**src/rtl/ksa_swap_fsm.sv**
```systemverilog
// ksa_swap_fsm: RC4 key-scheduling stage. Walks i = 0..255 over s_mem,
// computes j = j + s[i] + key[i mod KEY_BYTES] and swaps s[i] with s[j].
// Each iteration takes nine one-cycle states. finish pulses once per run.
// Optional build macro: KSA_DEBUG_EN adds dbg_i/dbg_j observation ports.
module ksa_swap_fsm #(
  parameter int unsigned KEY_BYTES = 3
) (
  input  logic                   clk,
  input  logic                   reset,
  input  logic                   start,
  input  logic [KEY_BYTES*8-1:0] secret_key,
  input  logic [7:0]             q,
  output logic [7:0]             address,
  output logic [7:0]             data,
  output logic                   wren,
  output logic                   busy,
  output logic                   finish
`ifdef KSA_DEBUG_EN
  ,
  output logic [7:0]             dbg_i,
  output logic [7:0]             dbg_j
`endif
);

  localparam int unsigned KW = (KEY_BYTES > 1) ? $clog2(KEY_BYTES) : 1;

  typedef enum logic [3:0] {
    IDLE,
    READ_SI,
    WAIT_SI,
    LATCH_SI,
    READ_SJ,
    WAIT_SJ,
    LATCH_SJ,
    WRITE_I,
    WRITE_J,
    NEXT_I,
    DONE
  } state_t;

  state_t        state;
  logic [7:0]    i;
  logic [7:0]    j;
  logic [7:0]    si;
  logic [7:0]    sj;
  logic [KW-1:0] k;
  logic [7:0]    key_byte;
  logic [7:0]    j_new;

  // Key byte select; byte 0 is the most significant byte of secret_key.
  always_comb begin
    key_byte = '0;
    for (int b = 0; b < KEY_BYTES; b++) begin
      if (k == KW'(b)) key_byte = secret_key[(KEY_BYTES-1-b)*8 +: 8];
    end
  end

  // Updated j from the s[i] read data, wrapping modulo 256.
  always_comb begin
    j_new = 8'(j + q + key_byte);
  end

  // Sequencer; every output register is loaded with the value for the state being entered.
  always_ff @(posedge clk) begin
    if (reset) begin
      state   <= IDLE;
      i       <= '0;
      j       <= '0;
      k       <= '0;
      si      <= '0;
      sj      <= '0;
      address <= '0;
      data    <= '0;
      wren    <= 1'b0;
      busy    <= 1'b0;
      finish  <= 1'b0;
    end else begin
      address <= '0;
      data    <= '0;
      wren    <= 1'b0;
      finish  <= 1'b0;
      busy    <= 1'b1;
      case (state)
        IDLE: begin
          i <= '0;
          j <= '0;
          k <= '0;
          busy <= start;
          if (start) state <= READ_SI;
        end
        READ_SI: begin
          state   <= WAIT_SI;
          address <= i;
        end
        WAIT_SI: begin
          state   <= LATCH_SI;
          address <= i;
        end
        LATCH_SI: begin
          si      <= q;
          j       <= j_new;
          state   <= READ_SJ;
          address <= j_new;
        end
        READ_SJ: begin
          state   <= WAIT_SJ;
          address <= j;
        end
        WAIT_SJ: begin
          state   <= LATCH_SJ;
          address <= j;
        end
        LATCH_SJ: begin
          sj      <= q;
          state   <= WRITE_I;
          address <= i;
          data    <= q;
          wren    <= 1'b1;
        end
        WRITE_I: begin
          state   <= WRITE_J;
          address <= j;
          // When i == j the location already holds sj (== si), so the value is unchanged.
          data    <= (i == j) ? sj : si;
          wren    <= 1'b1;
        end
        WRITE_J: begin
          state <= NEXT_I;
        end
        NEXT_I: begin
          if (i == 8'hFF) begin
            state  <= DONE;
            finish <= 1'b1;
          end else begin
            i       <= 8'(i + 8'd1);
            k       <= (k == KW'(KEY_BYTES-1)) ? '0 : KW'(k + KW'(1));
            state   <= READ_SI;
            address <= 8'(i + 8'd1);
          end
        end
        DONE: begin
          state <= IDLE;
          busy  <= 1'b0;
        end
        default: begin
          state <= IDLE;
          busy  <= 1'b0;
        end
      endcase
    end
  end

`ifdef KSA_DEBUG_EN
  assign dbg_i = i;
  assign dbg_j = j;
`endif

endmodule

```
**config.mk**
```make
export PLATFORM = sky130hd
export DESIGN_NAME = ksa_swap_fsm
export DESIGN_NICKNAME = d
export VERILOG_FILES = /design/src/rtl/ksa_swap_fsm.sv
export SDC_FILE = /design/constraint.sdc
export NUM_CORES = 1
export LEC_CHECK = 0
export CORE_AREA = 3 3 81 83
export DETAILED_ROUTE_END_ITERATION = 7
export DIE_AREA = 0 0 84 86
export PLACE_DENSITY = 0.87
export SYNTH_ARGS = -nofsm -noshare
export SYNTH_HDL_FRONTEND = slang
export SYNTH_SLANG_ARGS = --single-unit
```
**constraint.sdc**
```tcl
create_clock -name clk -period 3.9 [get_ports clk]
set_input_delay 0.78 -clock clk [delete_from_list [all_inputs] [get_ports clk]]
set_output_delay 0.78 -clock clk [all_outputs]
set_load 0.05 [all_outputs]
```
==> impl_metrics.ini <==
[floorplanning]
fp.dieW_um = 84
fp-row-count = 28
initial_utilization_pct = 53.1
die-area_um2 = 7220
die_h_um = 86
core_region_area_um2 = 5920
io_pins = 54

[yosys]
synth-edff-count = 0
ys_ff_latch = 57
synth_warnings = 0
synthArstFlopShare_pct = 0
yosysSeqAreaShare_pct = 36.3
avgSynthCellArea_um2 = 8.20
ys.flop_type = dfxtp_1
netlist_area_um2 = 3140
synth_cell_type_count = 52
synth_fp_nets = 433
netlist_instances = 383

[timing]
fin_skew_ps = 11.2
finalCritPeriodShare_pct = 83.5
min_period_ps = 3260
finalSetupViolCount = 0
finalHoldViolCount = 0
slew_violations = 0
worstMarginPinSlew_ps = 948
max_freq_mhz = 307
grt_setup_unrepaired = false
setup_tns_ps = 0
slew_headroom_pct = 36.6

[pwr]
pwr-share-clk_pct = 45.8
powerDensity_nw_per_um2 = 385
p_leak_nw = 1.43
pwr-share-comb_pct = 14.1
pwr-share-seq_pct = 40.1
p_int_mw = 1.12
vdd_drop_max_mv = 0.270
swShare_pct = 26.1
power_switching_uw = 394

[cts]
cts.clk_slew.worst_paths_ps = 80
root_buffer = clkbuf_8
cts_resized = 0
htree_levels = 3
clockBufferDepth = 2
clkLatencyLatePin_ps = 350
post_cts_buffers = 0
clkSinkCount = 57
cts_buffers = 9
hold_buffers = 0
cts_tree = done

[run]
max_cap_viol_count = 0

[setup_path]
worstPathCellList = nor2b_1, a21oi_1, fa_1, inv_1, ha_1, inv_1, fa_1, nor2b_1, o31ai_1, a21oi_1, xnor2_1, o22ai_1
cp-end-kind = flip-flop
critPathTopFamily = adder cells
start_kind = flip-flop
slowest_delay_ps = 560
path_class = flip-flop to flip-flop
worst-endpoint-required_ps = 4120
crit_arrival_ps = 3480
cp_slowest_cell = dfxtp_1
cp_max_fo = 12
path_buf_inv = 2

[cells_and_area]
final_nets = 478
diodes = 0
layout_commonest_cell = nand2_1
fin_cells = 508
drive_gt1_share_pct = 7.85
area_growth_pct = 25.0
mostFrequentLayoutCells = nand2_1, dfxtp_1, clkdlybuf4s50_1

[route]
wl_um = 7610
via_per_inst = 5.70
wire_per_inst_um = 15.0
drc = 0
antenna_left = 0
drtIter0Drc = 165
num_vias = 2896
drt_pass1_iterations = 5

[global_routing]
grt.total_usage_pct = 22.7
grt_max_degree = 27
overflow = 0
grt_pass1_vias = 2777
busiest_layer = met2
grt.met3_usage_pct = 7.78
gr-usage-met2_pct = 39.4
antenna_found_initial = 0
grt_pass1_wl_um = 13100
grtUsageMet1_pct = 26.6

[placement]
port_buffers = 53
numPlacedInstances = 492
dp_hpwl_um = 5550
place_congestion = 0.890

[worst_hold_path]
hp-class = flip-flop to flip-flop

[outcome]
status = completed
==> cells by family (layout without fill, tap and decap cells) <==
kind of cell | Yosys count | count (layout) | synth area share (%)
flops | 57 | 57 | 36.3
simple gates | 139 | 139 | 21.7
buf+inv | 38 | 88 | 5.34
xor+xnor | 17 | 17 | 4.74
fa+ha+maj | 15 | 15 | 7.89
compound gates | 100 | 100 | 18.6
mux | 17 | 17 | 5.42
==> final cells by class <==
type / instances / area [µm²]
multi-input combinational: 288 / 1830
tap: 75 / 93.8
clock buffer: 9 / 124
inverter: 17 / 63.8
timing repair buffer: 55 / 546
sequential: 57 / 1140
clock inverter: 7 / 125
fill: 473 / 1990
==> final timing paths <==
kind / start / endpoint / slack, ps / cells after the start
max reg2reg: k[0] / address[7] / 640 / 12
min: si[0] / si[0] / 460 / 2
min reg2reg: si[0] / si[0] / 460 / 2
max: k[0] / address[7] / 640 / 12
==> power groups by stage <==
stage	clock network, mW	logic [mW]	registers, mW
after floorplan	0	0.139	0.616
after global placement	0	0.207	0.618
after detailed placement	0	0.208	0.619
after CTS	0.704	0.210	0.605
after global routing	0.727	0.236	0.607
final	0.692	0.212	0.605
==> sequential cells by signal, indices dropped and copies added, names as in the netlist <==
signal / cells
sj: 8
busy: 1
k: 2
i: 8
j: 8
address: 8
finish: 1
state: 4
data: 8
si: 8
wren: 1
==> through the flow <==
stage          utilization (%)  hold slack [ps]  area, µm²  setup slack [ps]  total power [mW]
4_1_cts                   66.3              457       3930               654              1.52
2_1_floorplan                -              436       3140               989             0.755
5_1_grt                   66.3              498       3930               418              1.57
6_report                  66.3              457       3930               642              1.51
3_3_place_gp              62.1              441       3680               447             0.824
3_5_place_dp              62.1              446       3680               383             0.826
==> synthesized netlist by cell type (3+ instances only) <==
cell | instances | area [µm²]
mux2i_1 | 17 | 170
buf_4 | 3 | 22.5
nor2_2 | 3 | 18.8
a21oi_1 | 45 | 225
buf_2 | 11 | 55.1
o21ai_1 | 10 | 50.1
nand3b_1 | 3 | 22.5
nand4_1 | 3 | 18.8
clkbuf_1 | 7 | 26.3
a31oi_1 | 3 | 18.8
inv_1 | 17 | 63.8
ha_1 | 7 | 87.6
nand2_1 | 61 | 229
nand2b_1 | 3 | 18.8
nand3_1 | 7 | 35.0
dfxtp_1 | 57 | 1140
a21oi_2 | 3 | 26.3
xor2_1 | 9 | 78.8
o21ai_0 | 17 | 85.1
nor3_1 | 8 | 40.0
a22oi_1 | 5 | 37.5
fa_1 | 8 | 160
nor2_1 | 28 | 105
nor2b_1 | 4 | 25.0
and4_1 | 3 | 26.3
xnor2_1 | 8 | 70.1
==> tightest hold or removal path: cells and delay by family (launching register included) <==
family,cells,cell delay (ps)
flops,1,310
simple gates,1,50
compound gates,1,50
==> metal layers <==
layer  routed length (µm)  part of all wire (%)
met4                  118                   1.6
met2                 3810                    50
met1                 3180                    42
met3                  500                   6.6
met5                    0                     0
No activity file was read; power rests on OpenSTA's default activity.
